`src/rtl/vga_sync_monitor.sv`:
```
// Receive-side VGA timing monitor: measures line/frame timing of an incoming
// 1-bit-per-colour stream, locks onto a stable format and re-emits active pixels.
module vga_sync_monitor #(
  parameter int H_BITS      = 10,
  parameter int V_BITS      = 10,
  parameter int H_ACTIVE    = 640,
  parameter int H_START     = 144,
  parameter int V_ACTIVE    = 480,
  parameter int V_START     = 35,
  parameter bit HS_POL      = 1'b0,
  parameter bit VS_POL      = 1'b0,
  parameter int LOCK_FRAMES = 2
) (
  input  logic              clk_pix,
  input  logic              rst,
  input  logic              vga_hs,
  input  logic              vga_vs,
  input  logic              vga_r,
  input  logic              vga_g,
  input  logic              vga_b,
  output logic              locked,
  output logic              px_valid,
  output logic [H_BITS-1:0] px_x,
  output logic [V_BITS-1:0] px_y,
  output logic [2:0]        px_rgb,
  output logic              px_sof,
  output logic              px_eol,
  output logic [H_BITS-1:0] h_total,
  output logic [V_BITS-1:0] v_total,
  output logic              sync_err,
  output logic [1:0]        dbg_state
);

  // Output semantics: px_valid is a pure qualifier with no back-pressure;
  // px_x/px_y/px_rgb/px_sof/px_eol are meaningful only while px_valid is high
  // and are driven to zero otherwise.

  typedef enum logic [1:0] {
    ST_SEARCH  = 2'd0,
    ST_MEASURE = 2'd1,
    ST_CHECK   = 2'd2,
    ST_LOCKED  = 2'd3
  } state_t;

  localparam logic [H_BITS-1:0] H_ONE   = H_BITS'(1);
  localparam logic [V_BITS-1:0] V_ONE   = V_BITS'(1);
  localparam logic [H_BITS-1:0] H_FIRST = H_BITS'(H_START);
  localparam logic [H_BITS-1:0] H_END   = H_BITS'(H_START + H_ACTIVE);
  localparam logic [H_BITS-1:0] H_LAST  = H_BITS'(H_START + H_ACTIVE - 1);
  localparam logic [V_BITS-1:0] V_FIRST = V_BITS'(V_START);
  localparam logic [V_BITS-1:0] V_END   = V_BITS'(V_START + V_ACTIVE);
  localparam logic [3:0]        LOCK_N  = 4'(LOCK_FRAMES);

  logic s1_hs, s1_vs, s1_r, s1_g, s1_b;
  logic s2_hs, s2_vs, s2_r, s2_g, s2_b;

  logic [H_BITS-1:0] h_cnt;
  logic [V_BITS-1:0] v_cnt;
  logic              vs_pend;

  state_t            state, state_n;
  logic [H_BITS-1:0] h_ref, h_ref_n;
  logic              h_ref_ok, h_ref_ok_n;
  logic [V_BITS-1:0] v_ref, v_ref_n;
  logic              line_bad, line_bad_n;
  logic [3:0]        match_cnt, match_n;
  logic [H_BITS-1:0] h_total_n;
  logic [V_BITS-1:0] v_total_n;
  logic              sync_err_n;

  logic              hs_lead, vs_lead, boundary, h_sat, len_bad, frame_bad;
  logic [H_BITS-1:0] line_len;
  logic [V_BITS-1:0] frame_len;
  logic              in_win, pv;

  always_ff @(posedge clk_pix or negedge rst) begin
    if (!rst) begin
      s1_hs <= 1'b0; s1_vs <= 1'b0; s1_r <= 1'b0; s1_g <= 1'b0; s1_b <= 1'b0;
      s2_hs <= 1'b0; s2_vs <= 1'b0; s2_r <= 1'b0; s2_g <= 1'b0; s2_b <= 1'b0;
    end else begin
      s1_hs <= vga_hs; s1_vs <= vga_vs; s1_r <= vga_r; s1_g <= vga_g; s1_b <= vga_b;
      s2_hs <= s1_hs;  s2_vs <= s1_vs;  s2_r <= s1_r;  s2_g <= s1_g;  s2_b <= s1_b;
    end
  end

  assign hs_lead   = (s1_hs == HS_POL) && (s2_hs != HS_POL);
  assign vs_lead   = (s1_vs == VS_POL) && (s2_vs != VS_POL);
  // A vsync edge earlier in the line is held until the hsync edge that closes it.
  assign boundary  = hs_lead && (vs_pend || vs_lead);
  assign h_sat     = (h_cnt == '1);
  assign line_len  = h_cnt + H_ONE;
  assign frame_len = v_cnt + V_ONE;
  assign len_bad   = hs_lead && h_ref_ok && (line_len != h_ref);
  assign frame_bad = line_bad || len_bad;

  // h_cnt/v_cnt advance in step with s2, so they index the pixel held there.
  always_ff @(posedge clk_pix or negedge rst) begin
    if (!rst) begin
      h_cnt   <= '0;
      v_cnt   <= '0;
      vs_pend <= 1'b0;
    end else begin
      if (hs_lead)     h_cnt <= '0;
      else if (!h_sat) h_cnt <= h_cnt + H_ONE;

      if (boundary)                     v_cnt <= '0;
      else if (hs_lead && v_cnt != '1)  v_cnt <= v_cnt + V_ONE;

      if (boundary)     vs_pend <= 1'b0;
      else if (vs_lead) vs_pend <= 1'b1;
    end
  end

  always_comb begin
    state_n    = state;
    h_ref_n    = h_ref;
    h_ref_ok_n = h_ref_ok;
    v_ref_n    = v_ref;
    line_bad_n = line_bad;
    match_n    = match_cnt;
    h_total_n  = h_total;
    v_total_n  = v_total;
    sync_err_n = 1'b0;
    case (state)
      ST_SEARCH: begin
        // A boundary restarts measurement even after a timeout line.
        if (boundary) begin
          state_n    = ST_MEASURE;
          line_bad_n = 1'b0;
          h_ref_ok_n = 1'b0;
        end
      end
      ST_MEASURE: begin
        if (h_sat) begin
          state_n = ST_SEARCH;
        end else if (boundary) begin
          line_bad_n = 1'b0;
          if (h_ref_ok && !frame_bad && h_ref >= H_END && frame_len >= V_END) begin
            v_ref_n = frame_len;
            match_n = 4'd0;
            state_n = ST_CHECK;
          end else begin
            h_ref_ok_n = 1'b0;
          end
        end else if (hs_lead) begin
          if (!h_ref_ok) begin
            h_ref_n    = line_len;
            h_ref_ok_n = 1'b1;
          end else if (len_bad) begin
            line_bad_n = 1'b1;
          end
        end
      end
      ST_CHECK: begin
        if (h_sat) begin
          state_n = ST_SEARCH;
        end else if (boundary) begin
          line_bad_n = 1'b0;
          if (!frame_bad && frame_len == v_ref) begin
            match_n = match_cnt + 4'd1;
            if (match_cnt + 4'd1 == LOCK_N) begin
              state_n   = ST_LOCKED;
              h_total_n = h_ref;
              v_total_n = v_ref;
            end
          end else begin
            state_n    = ST_MEASURE;
            h_ref_ok_n = 1'b0;
          end
        end else if (len_bad) begin
          line_bad_n = 1'b1;
        end
      end
      ST_LOCKED: begin
        if (h_sat || len_bad || (boundary && frame_len != v_ref)) begin
          state_n    = ST_SEARCH;
          sync_err_n = 1'b1;
        end
      end
      default: state_n = ST_SEARCH;
    endcase
  end

  always_ff @(posedge clk_pix or negedge rst) begin
    if (!rst) begin
      state     <= ST_SEARCH;
      h_ref     <= '0;
      h_ref_ok  <= 1'b0;
      v_ref     <= '0;
      line_bad  <= 1'b0;
      match_cnt <= 4'd0;
      h_total   <= '0;
      v_total   <= '0;
      sync_err  <= 1'b0;
      locked    <= 1'b0;
    end else begin
      state     <= state_n;
      h_ref     <= h_ref_n;
      h_ref_ok  <= h_ref_ok_n;
      v_ref     <= v_ref_n;
      line_bad  <= line_bad_n;
      match_cnt <= match_n;
      h_total   <= h_total_n;
      v_total   <= v_total_n;
      sync_err  <= sync_err_n;
      locked    <= (state_n == ST_LOCKED);
    end
  end

  assign in_win = (h_cnt >= H_FIRST) && (h_cnt < H_END) &&
                  (v_cnt >= V_FIRST) && (v_cnt < V_END);
  // Gating with the next state keeps px_valid from outliving locked.
  assign pv = (state_n == ST_LOCKED) && in_win;

  always_ff @(posedge clk_pix or negedge rst) begin
    if (!rst) begin
      px_valid <= 1'b0;
      px_x     <= '0;
      px_y     <= '0;
      px_rgb   <= 3'b000;
      px_sof   <= 1'b0;
      px_eol   <= 1'b0;
    end else begin
      px_valid <= pv;
      px_x     <= pv ? (h_cnt - H_FIRST) : '0;
      px_y     <= pv ? (v_cnt - V_FIRST) : '0;
      px_rgb   <= pv ? {s2_r, s2_g, s2_b} : 3'b000;
      px_sof   <= pv && (h_cnt == H_FIRST) && (v_cnt == V_FIRST);
      px_eol   <= pv && (h_cnt == H_LAST);
    end
  end

  assign dbg_state = state;

endmodule

```
`config.mk`:
```
export PLATFORM = sky130hd
export DESIGN_NAME = vga_sync_monitor
export DESIGN_NICKNAME = d
export VERILOG_FILES = /design/src/rtl/vga_sync_monitor.sv
export SDC_FILE = /design/constraint.sdc
export NUM_CORES = 1
export LEC_CHECK = 0
export CAP_MARGIN = 25
export CORE_MARGIN = 3
export CORE_UTILIZATION = 55
export DETAILED_ROUTE_END_ITERATION = 10
export DONT_BUFFER_PORTS = 1
export HOLD_SLACK_MARGIN = 0.1
export PLACE_DENSITY = 0.84
export SLEW_MARGIN = 30
export SYNTH_ARGS = -nofsm -noshare
export SYNTH_HDL_FRONTEND = slang
export SYNTH_SLANG_ARGS = --single-unit
```
`constraint.sdc`:
```
create_clock -name clk_pix -period 2.89 [get_ports clk_pix]
set_input_delay 0.289 -clock clk_pix [delete_from_list [all_inputs] [get_ports clk_pix]]
set_output_delay 0.289 -clock clk_pix [all_outputs]
set_load 0.005 [all_outputs]
```
==> results_dict.tcl <==
set metrics [dict create \
    hp-class "reg2reg" \
    fmax_mhz 324 \
    cp_data_required_time_ps 3140 \
    clock_latency_ps 390 \
    multiInputGateArea_um2 3380 \
    post_drt_wl_per_cell_um 20.7 \
    startpoint_type "register" \
    synth_area_leaders "dfrtp_1 (46%), xnor2_1 (4.6%), mux2_2 (4.6%), ha_1 (3.2%), nand2_1 (2.9%)" \
    antenna_left 0 \
    netlist_area_um2 5870 \
    dpl_cell_area_um2 6410 \
    start_util_pct 56.6 \
    fin_crit_sh_pct 107 \
    vdd_drop_max_uv 301 \
    synth_top_area_share_pct 45.6 \
    critPathSlowestCell "dfrtp_2" \
    skew_ps 19.7 \
    reg2regPathDepth 11 \
    power.density_nw_per_um2 511 \
    status "finished, violations left" \
    num_vias 4965 \
    firstDrtPassIters 5 \
    htreeDepth 3 \
    tightest_slew_ps 680 \
    clock-root-buffer "clkbuf_8" \
    die_h_um 109 \
    critPathMaxFanout 10 \
    drive_gt1_share_pct 32.7 \
    cts_tree "built" \
    core_area_um2 10400 \
    end_kind "register" \
    num_antenna_cells 0 \
    dieArea_um2 12000 \
    grt_pass1_wl_um 25400 \
    synthFlopType "dfrtp_1" \
    whs_path_depth 0 \
    seq_area_um2 2680 \
    path_depth 11 \
    vias_per_cell 6.17 \
    hold-worst-slack_ps 361 \
    overflow 0 \
    clockBufferDepth 2 \
    n_fill_cell 722 \
    violations "negative setup slack" \
    ys_async_sr_fraction_pct 100 \
    grt_max_degree 108 \
    crit_type "reg2reg" \
    cap_violations 0 \
    synth_cells 590 \
    relSlewSlack_pct 54.1 \
    layout_setup_ws_ps -194 \
    finalMaxSlewViolations 0 \
    fp.dieW_um 109 \
    drt-initial-drc-count 383 \
    io_pins 57 \
    setup_viol 12 \
    wl_um 16600 \
    ys_seq_area_share_pct 45.6 \
    grt_pass1_vias 4888 \
    utilization_pct 71.9 \
    cts_sinks 107 \
    hold_viol_final 0 \
    synth_seq_cells 107 \
    leakagePower_nw 3.23 \
    syn_avg_cell_area_um2 9.95 \
    grtUsageTotal_pct 27.4 \
    synth_edf_count 0 \
    place_congestion 0.974 \
    fin_area_um2 7460 \
    cp.arrival_ps 3330 \
    cp_cell_sequence "buf_6 > and3_2 > nand4_4 > a2111oi_4 > o41ai_4 > buf_4 > o31a_1 > a211oi_2 > a22oi_2 > buf_12 > nor4_1" \
    yosys_warnings 0 \
    clkSlewWorstSetupHoldPaths_ps 130 \
    layout_min_cycle_time_ps 3080 \
    yosysUniqueCellTypes 72 \
    num_rows 37 \
    critPathBufInv 3 \
    power.total_mw 3.81 \
    io_buffers 0 \
    synth_top_cell_by_area "dfrtp_1" \
    critical_path.max_stage_delay_ps 450 \
    path_delay_family "compound AO/OA/AOI/OAI gates" \
    nets 686 \
    dpl.hpwl_um 11100 \
    syn-num-nets 612 \
    fin_setup_tns_ps -435 \
    rsz0062_at_grt "yes" \
    antenna_found_initial 0 \
    syn_to_final_growth_pct 27.0 \
    drcViolationCount 0 \
    cts_buffers 9 \
]
-- through the flow --
stage | worst slack [ps] | std cells
5_1_grt | -357 | 805
3_5_place_dp | -245 | 761
4_1_cts | -44.5 | 788
2_1_floorplan | 3.43 | 590
3_3_place_gp | -33.5 | 761
6_report | -194 | 805
-- per-layer routing --
layer	part of all wire, %	GRT usage, %	vias up
met5	0	0	-
met4	1.3	8.64	0
met3	5.8	4.58	22
met2	51	46.0	197
met1	42	36.4	2476
li1	-	-	2270
-- repair_timing --
item,CTS,global route
gates resized for setup,49,62
cloned,1,2
pin swaps,19,24
hold buffers,7,0
buffers inserted,4,15
hold endpoints to repair,112,0
endpoints found under the setup margin,52,56
-- Yosys cell counts, drive strengths merged (3+ instances only) --
cell type	number
mux2i	3
buf	26
a21oi	34
a2111oi	4
or3	5
a211oi	7
a31oi	4
or2	5
a21o	3
nor4b	7
nand2b	5
inv	18
nor2	45
ha	15
and2	6
o211ai	4
nor4	23
dfrtp	107
o31ai	10
nand3	19
o22ai	3
xnor2	31
xor2	12
nand2	46
mux2	24
nor3	19
o21ai	30
clkbuf	13
nor2b	9
nand4	14
and3	5
o31a	3
-- logic make-up (layout without fill, tap and decap cells) --
| family | after synthesis | count (layout) | synth area share [%] |
|---|---|---|---|
| XOR/XNOR | 46 | 46 | 7.58 |
| buffers and inverters | 57 | 136 | 4.81 |
| AND/OR/NAND/NOR | 219 | 219 | 20.0 |
| flip-flops | 107 | 107 | 45.6 |
| adder cells (fa/ha/maj) | 15 | 15 | 3.20 |
| multiplexers | 27 | 27 | 5.11 |
| AO/OA/AOI/OAI | 119 | 119 | 13.7 |
-- layout by cell type (no fill, tap or decap), types with 6 or more instances in the layout --
cell type	count
xor2_1	11
dfrtp_1	103
o31ai_1	9
nor4_1	6
xnor2_1	27
nand2_1	43
nor2_1	43
o21ai_0	28
buf_6	12
buf_4	75
nor4_4	7
ha_1	11
nor2b_1	8
clkbuf_8	9
nand3_1	14
dlygate4sd3_1	6
buf_12	6
nor4_2	10
a21oi_1	31
nor3_1	13
mux2_2	24
inv_1	15
nand4_1	13
-- cell type report --
type | instances | area share, %
clock inverters | 7 | 1.22
well taps | 136 | 2.28
clock buffers | 9 | 1.66
flip-flops and latches | 107 | 36.0
inverters | 18 | 0.906
multi-input cells | 426 | 45.3
repair buffers | 102 | 12.7
-- where the power goes --
part           total, mW  internal [mW]  leakage [nW]  switching, mW
Combinational       1.16          0.509          1.67          0.654
Clock              0.965          0.355         0.106          0.610
Sequential          1.69           1.57          1.45          0.115
-- registers in the layout, indices dropped and copies added (netlist names), 2 cells and up --
| signal | cells |
|---|---|
| px_y | 10 |
| v_ref | 10 |
| px_rgb | 3 |
| h_total | 10 |
| v_cnt | 10 |
| match_cnt | 4 |
| v_total | 10 |
| h_ref | 10 |
| dbg_state | 2 |
| h_cnt | 10 |
| px_x | 10 |
-- final timing paths --
check	endpoint	slack, ps	start
min in group asynchronous	v_ref[6]	500	rst
hold reg to reg	s2_r	360	s1_r
hold / removal	s2_r	360	s1_r
max in group asynchronous	h_cnt[2]	1910	rst
setup reg to reg	px_y[1]	-190	v_cnt[0]
setup / recovery	px_y[1]	-190	v_cnt[0]
(Power assumes the default switching activity.)
